<file path="config.mk">
export PLATFORM = sky130hd
export DESIGN_NAME = cpu_multicycle
export DESIGN_NICKNAME = d
export VERILOG_FILES = /design/src/rtl/cpu_pkg.sv /design/src/rtl/cpu_alu.sv /design/src/rtl/cpu_multicycle.sv
export SDC_FILE = /design/constraint.sdc
export NUM_CORES = 1
export LEC_CHECK = 0
export ABC_AREA = 1
export CORE_MARGIN = 5
export CORE_UTILIZATION = 55
export CTS_BUF_LIST = sky130_fd_sc_hd__clkbuf_8 sky130_fd_sc_hd__clkbuf_16
export DETAILED_ROUTE_END_ITERATION = 8
export PLACE_DENSITY = 0.8
export SLEW_MARGIN = 40
export SYNTH_ARGS = -nofsm -noshare
export SYNTH_HDL_FRONTEND = slang
export SYNTH_SLANG_ARGS = --single-unit
</file>
<file path="constraint.sdc">
create_clock -name clk -period 9.35 [get_ports clk]
set_clock_uncertainty 0.2 [all_clocks]
set_input_delay 0.935 -clock clk [delete_from_list [all_inputs] [get_ports clk]]
set_output_delay 0.935 -clock clk [all_outputs]
set_load 0.05 [all_outputs]
</file>
<file path="src/rtl/cpu_pkg.sv">
// Shared definitions for the multicycle CPU: opcodes, FSM states and instruction fields.
package cpu_pkg;

  localparam logic [3:0] OP_NOP = 4'h0;
  localparam logic [3:0] OP_LDI = 4'h1;
  localparam logic [3:0] OP_ADD = 4'h2;
  localparam logic [3:0] OP_SUB = 4'h3;
  localparam logic [3:0] OP_AND = 4'h4;
  localparam logic [3:0] OP_OR  = 4'h5;
  localparam logic [3:0] OP_XOR = 4'h6;
  localparam logic [3:0] OP_SHL = 4'h7;
  localparam logic [3:0] OP_MOV = 4'h8;
  localparam logic [3:0] OP_JMP = 4'h9;
  localparam logic [3:0] OP_JZ  = 4'hA;
  localparam logic [3:0] OP_JC  = 4'hB;
  localparam logic [3:0] OP_HLT = 4'hF;

  localparam int OP_HI  = 15;
  localparam int OP_LO  = 12;
  localparam int RD_HI  = 11;
  localparam int RD_LO  = 10;
  localparam int RS_HI  = 9;
  localparam int RS_LO  = 8;
  localparam int IMM_HI = 7;
  localparam int IMM_LO = 0;

  typedef enum logic [1:0] {
    ST_IDLE,
    ST_FETCH,
    ST_EXEC,
    ST_HALT
  } state_t;

  function automatic logic sets_flags(input logic [3:0] op);
    return op inside {OP_ADD, OP_SUB, OP_AND, OP_OR, OP_XOR, OP_SHL};
  endfunction

  function automatic logic is_illegal(input logic [3:0] op);
    return op inside {4'hC, 4'hD, 4'hE};
  endfunction

endpackage

</file>
<file path="src/rtl/cpu_alu.sv">
// Combinational ALU for cpu_multicycle; LDI/MOV simply pass operand b through.
module cpu_alu
  import cpu_pkg::*;
#(
  parameter int DATA_W = 16
) (
  input  logic [3:0]        op,
  input  logic [DATA_W-1:0] a,
  input  logic [DATA_W-1:0] b,
  output logic [DATA_W-1:0] result,
  output logic              z,
  output logic              c
);

  logic [DATA_W:0] wide;

  // Bit DATA_W of the widened result is carry (ADD), borrow (SUB) or the shifted-out msb (SHL).
  always_comb begin
    wide = '0;
    case (op)
      OP_ADD:         wide = {1'b0, a} + {1'b0, b};
      OP_SUB:         wide = {1'b0, a} - {1'b0, b};
      OP_AND:         wide = {1'b0, a & b};
      OP_OR:          wide = {1'b0, a | b};
      OP_XOR:         wide = {1'b0, a ^ b};
      OP_SHL:         wide = {a, 1'b0};
      OP_LDI, OP_MOV: wide = {1'b0, b};
      default:        wide = '0;
    endcase
    result = wide[DATA_W-1:0];
    c      = wide[DATA_W];
    z      = (result == '0);
  end

endmodule

</file>
<file path="src/rtl/cpu_multicycle.sv">
// Multicycle CPU core: 4-entry register file, Z/C flags, IDLE/FETCH/EXEC/HALT control.
// Optional CPU_ILLEGAL_TRAP_EN adds an err output and halts on opcodes C-E.
module cpu_multicycle
  import cpu_pkg::*;
#(
  parameter int              DATA_W   = 16,
  parameter int              ADDR_W   = 16,
  parameter logic [ADDR_W-1:0] RESET_PC = '0
) (
  input  logic              clk,
  input  logic              rst,
  input  logic              en_in,
  input  logic [15:0]       ins,
  input  logic              en_ram_out,
  output logic              en_ram_in,
  output logic [ADDR_W-1:0] addr,
  output logic              halt,
  output logic [DATA_W-1:0] reg_out,
  output logic              flag_z,
  output logic              flag_c
`ifdef CPU_ILLEGAL_TRAP_EN
  ,
  output logic              err
`endif
);

  state_t            state, next_state;
  logic [ADDR_W-1:0] pc;
  logic [15:0]       ir;
  logic [DATA_W-1:0] regs [4];

  logic [3:0]        op;
  logic [1:0]        rd, rs;
  logic [7:0]        imm;
  logic [DATA_W-1:0] alu_b, alu_result;
  logic              alu_z, alu_c;
  logic              trap, writes_rd, take_jump;

  assign op  = ir[OP_HI:OP_LO];
  assign rd  = ir[RD_HI:RD_LO];
  assign rs  = ir[RS_HI:RS_LO];
  assign imm = ir[IMM_HI:IMM_LO];

`ifdef CPU_ILLEGAL_TRAP_EN
  assign trap = is_illegal(op);
`else
  assign trap = 1'b0;
`endif

  assign alu_b     = (op == OP_LDI) ? DATA_W'(imm) : regs[rs];
  assign writes_rd = op inside {OP_LDI, OP_ADD, OP_SUB, OP_AND, OP_OR, OP_XOR, OP_SHL, OP_MOV};
  assign take_jump = (op == OP_JMP) || (op == OP_JZ && flag_z) || (op == OP_JC && flag_c);

  cpu_alu #(.DATA_W(DATA_W)) u_alu (
    .op     (op),
    .a      (regs[rd]),
    .b      (alu_b),
    .result (alu_result),
    .z      (alu_z),
    .c      (alu_c)
  );

  always_ff @(posedge clk) begin
    if (rst) state <= ST_IDLE;
    else     state <= next_state;
  end

  always_comb begin
    next_state = state;
    case (state)
      ST_IDLE:  if (en_in) next_state = ST_FETCH;
      ST_FETCH: if (en_ram_out) next_state = ST_EXEC;
      ST_EXEC: begin
        if (op == OP_HLT || trap) next_state = ST_HALT;
        else if (en_in)           next_state = ST_FETCH;
        else                      next_state = ST_IDLE;
      end
      ST_HALT:  next_state = ST_HALT;
      default:  next_state = ST_IDLE;
    endcase
  end

  // PC advances on the fetch handshake, so a taken jump in EXEC overrides the increment.
  always_ff @(posedge clk) begin
    if (rst) begin
      pc     <= RESET_PC;
      ir     <= '0;
      flag_z <= 1'b0;
      flag_c <= 1'b0;
      for (int i = 0; i < 4; i++) regs[i] <= '0;
`ifdef CPU_ILLEGAL_TRAP_EN
      err    <= 1'b0;
`endif
    end else begin
      case (state)
        ST_FETCH: begin
          if (en_ram_out) begin
            ir <= ins;
            pc <= pc + ADDR_W'(1);
          end
        end
        ST_EXEC: begin
          if (!trap) begin
            if (writes_rd) regs[rd] <= alu_result;
            if (sets_flags(op)) begin
              flag_z <= alu_z;
              flag_c <= alu_c;
            end
            if (take_jump) pc <= ADDR_W'(imm);
          end
`ifdef CPU_ILLEGAL_TRAP_EN
          if (trap) err <= 1'b1;
`endif
        end
        default: ;
      endcase
    end
  end

  assign en_ram_in = (state == ST_FETCH);
  assign addr      = pc;
  assign halt      = (state == ST_HALT);
  assign reg_out   = regs[0];

endmodule

</file>
==> Flow_metrics.wiki <==
{| class="wikitable"
! Metric !! Value
|-
| Final critical-path required period || roughly 4500 ps
|-
| Setup repair after global routing missed its margin || false
|-
| Fraction of the core area covered by cells at the end of the flow || 0.6169
|-
| CP Buf/Inv Count || 5
|-
| Vertical extent of the die || 130.5 um
|-
| Vias in the first global route || 6,945
|-
| Setup-failing EPs final || 0
|-
| Per-cell via count in the routed design || 5.600
|-
| Post-synthesis register bit count || 104
|-
| Post-synthesis cell type count || 44
|-
| Die Span X || 130.5 um
|-
| Synthesized area || 7980 um^2
|-
| Total global routing overflow || 0
|-
| Worst Hold Class || reg -> reg
|-
| First-pass GRT wire length || 35,270 um
|-
| Most common cell on crit path || nand2_1
|-
| Global-route usage over all layers || 0.2618
|-
| Final routed wire length divided by cell count || approximately 16 um
|-
| WHS || 272.3 ps
|-
| Number of H-tree levels || 3
|-
| Cell chain of the critical path || inv_2 > nand2_1 > nand3_1 > o21ai_1 > ha_1 > nand2_1 > inv_1 > nand3_1 > o21ai_1 > xor2_1 > inv_1 > ha_1 > nand2_1 > inv_1 > a21oi_1 > inv_1 > a21oi_1 > nand3_1 > nand3_1 > nand2_1 > nand2_1 > nor2_1
|-
| Die area || 17,020 um^2
|-
| Via count || about 7.8k
|-
| Maximum number of buffers from clock root to sink || 2
|-
| Setup TNS after final layout || 0 ps
|-
| Library cell occupying the most area in the post-synthesis netlist || edfxtp_1
|-
| I/O pin count || 56
|-
| Upper clock frequency limit || 220.4 MHz
|-
| Post-synth top cells || nand2_1, nor2_1, inv_1
|-
| Max-slew headroom at the worst pin || 0.4320
|-
| Fraction of power spent switching nets || 0.3740
|-
| Final weighted congestion in routability-driven placement || about 0.93
|-
| Biggest area contributors in the synthesized netlist || edfxtp_1, nand2_1, dfxtp_1
|-
| Final Max Tran Viols || 0
|-
| Clock tree from TritonCTS || done
|-
| # Post-CTS Setup Buffers || 0
|-
| Clock-pin transition on the worst setup and hold timing paths || ~70 ps
|-
| Number of buffers added on ports || between 50 and 60
|-
| Required time at the worst-slack endpoint || just over 9000 ps
|-
| Period Utilization, post-route || 0.4853
|-
| Critical path fanouts, max || 17
|-
| Leakage power || between 0.004 and 0.005 uW
|-
| Kind of end point of the critical path || register
|-
| Total DRC errors in the routed layout || 0
|-
| Clock latency at the later pin of the worst-skew pair || between 300 and 400 ps
|-
| VDD IR-drop max || 0.1120 mV
|-
| Internal power contribution || slightly above 800 uW
|-
| Number of flops mapped to enable cells by yosys || 64
|-
| Iteration-0 DRC Markers || 946
|-
| Ant diodes || 0
|-
| Post-detailed-routing wire length || 22,490 um
|-
| Outcome || complete, no violations
|-
| Number of sinks driven by the clock tree || 104
|-
| Cell with the most instances after synthesis || nand2_1
|-
| Total nets after synthesis || 1,248
|-
| Average instance area after synthesis || ~6.8 um^2
|-
| Sequential share of the synthesized area || 0.3412
|-
| Post-CTS Resized || 0
|-
| Std-Cell Core Area || 14,370 um^2
|-
| Proportion of layout cells with a drive suffix above 1 || 0.06584
|-
| Power density relative to cell area || 148.2 nW/um^2
|-
| Final Net Count || 1,279
|-
| Critical path type || reg -> reg
|-
| Top Family by Delay on Critical Path || simple AND/OR/NAND/NOR gates
|-
| Max cap viols || 0
|-
| DP Wirelength || ~17,000 um
|-
| Comb pwr share || 0.324
|-
| Yosys warning total || 0
|-
| DRT antenna net count || 0
|-
| Area share of the largest cell type after synthesis || 0.2408
|-
| Inserted Clock Buffers || 9
|-
| Worst-Margin Slew || 850.8 ps
|-
| Critical path's slowest cell || dfxtp_1
|-
| Number of hold buffers added after cts || 0
|-
| Cells after Synth || 1,179
|-
| Antenna violations before repair || 0
|-
| Switching power total || 491.3 uW
|-
| Layout area overhead || 11.07%
|-
| Sequential power share || 0.395
|-
| # rows || 44
|-
| Arrival time reported for the critical path endpoint || 4410 ps
|-
| Ys flop type || edfxtp_1
|-
| Number of hold violations in the final report || 0
|-
| Maximum number of pins on one net before global-route repair || 39
|-
| Sort of element at the start of the critical path || register
|-
| Length of the first detailed-routing pass in iterations || 5
|-
| Ys async rst share || 0
|-
| Effective utilization at floorplan || 0.5554
|-
| Clock root cell || clkbuf_16
|-
| Crit path largest cell delay || 770 ps
|-
| Clk network pwr share || 0.281
|}
## registers in the layout (all words and copies together), names as in the netlist, named ones only
name	cells
ir	16
flag_c	1
state	2
addr	16
regs	64
flag_z	1
## worst register-to-register path, delay by kind of cell (launching register included)
kind	cells	cell delay, ps
adders and majority gates	2	570
and+or+nand+nor	10	1190
AOI/OAI and AO/OA	4	800
xor gates and xnor gates	1	170
DFF	1	770
buffers and inverters	5	590
## placed cells by master (no fill, tap or decap), types with 8 or more instances in the layout
cell type          n
dfxtp_1           40
ha_1              48
clkdlybuf4s50_1   55
nand3_1          106
nand2_1          312
inv_2             17
nor3_1            10
nor2_1           166
a21oi_1           57
inv_1            152
xor2_1            12
clkbuf_16          9
edfxtp_1          64
nand2_2            8
nor2_2            12
nand2_4            8
o21ai_0           73
## layout make-up
| class | count | area [um^2] |
|---|---|---|
| clock inverters | 7 | 62.56 |
| flip-flops and latches | 104 | 2723 |
| well taps | 184 | 230.2 |
| fillers | 1312 | 5505 |
| inverters | 170 | 638.1 |
| repair buffers | 58 | 573.1 |
| multi-input cells | 867 | 4412 |
| clock buffers | 9 | 225.2 |
## per-stage QoR
step	cell area [um^2]	total power [uW]	setup WS [ps]	std cells
5_1_grt	8864	1384	4299	1399
3_3_place_gp	8557	934.3	5014	1383
3_5_place_dp	8559	943.8	4920	1383
2_1_floorplan	7980	837.6	5754	1179
6_report	8864	1314	4812	1399
4_1_cts	8847	1305	4878	1399
## layer usage
metal,vias to the layer above,global-route usage,routed length (um)
li1,3837,-,-
met1,3578,0.3740,9641
met2,369,0.4155,10460
met3,50,0.03821,1872
met4,0,0.07683,516
met5,-,0,0
## power by group through the flow
stage	Sequential (uW)	Clock [uW]	Combinational (uW)
3_3_place_gp	528	0	407
3_5_place_dp	528	0	416
5_1_grt	521	388	475
2_1_floorplan	538	0	299
4_1_cts	518	369	418
6_report	518	369	426
## final timing paths
path                                       startpoint                   endpoint  slack (ps)  cells after the start
worst min-delay path            addr[15]$_SDFFE_PP0P_      addr[15]$_SDFFE_PP0P_         270                      1
worst min register to register  addr[15]$_SDFFE_PP0P_      addr[15]$_SDFFE_PP0P_         270                      1
worst max-delay path                         register  regs[1][15]$_SDFFCE_PN0P_        4810                     22
worst max register to register               register  regs[1][15]$_SDFFCE_PN0P_        4810                     22
## cell families (layout without fill, tap and decap cells)
logic type	Yosys count	in the layout	synth area share
AO/OA/AOI/OAI	157	157	0.1052
XOR/XNOR	14	14	0.01537
adder cells (fa/ha/maj)	49	49	0.07777
buffers and inverters	208	244	0.1090
flip-flops	104	104	0.3412
AND/OR/NAND/NOR	647	647	0.3515
(Power assumes the default switching activity.)
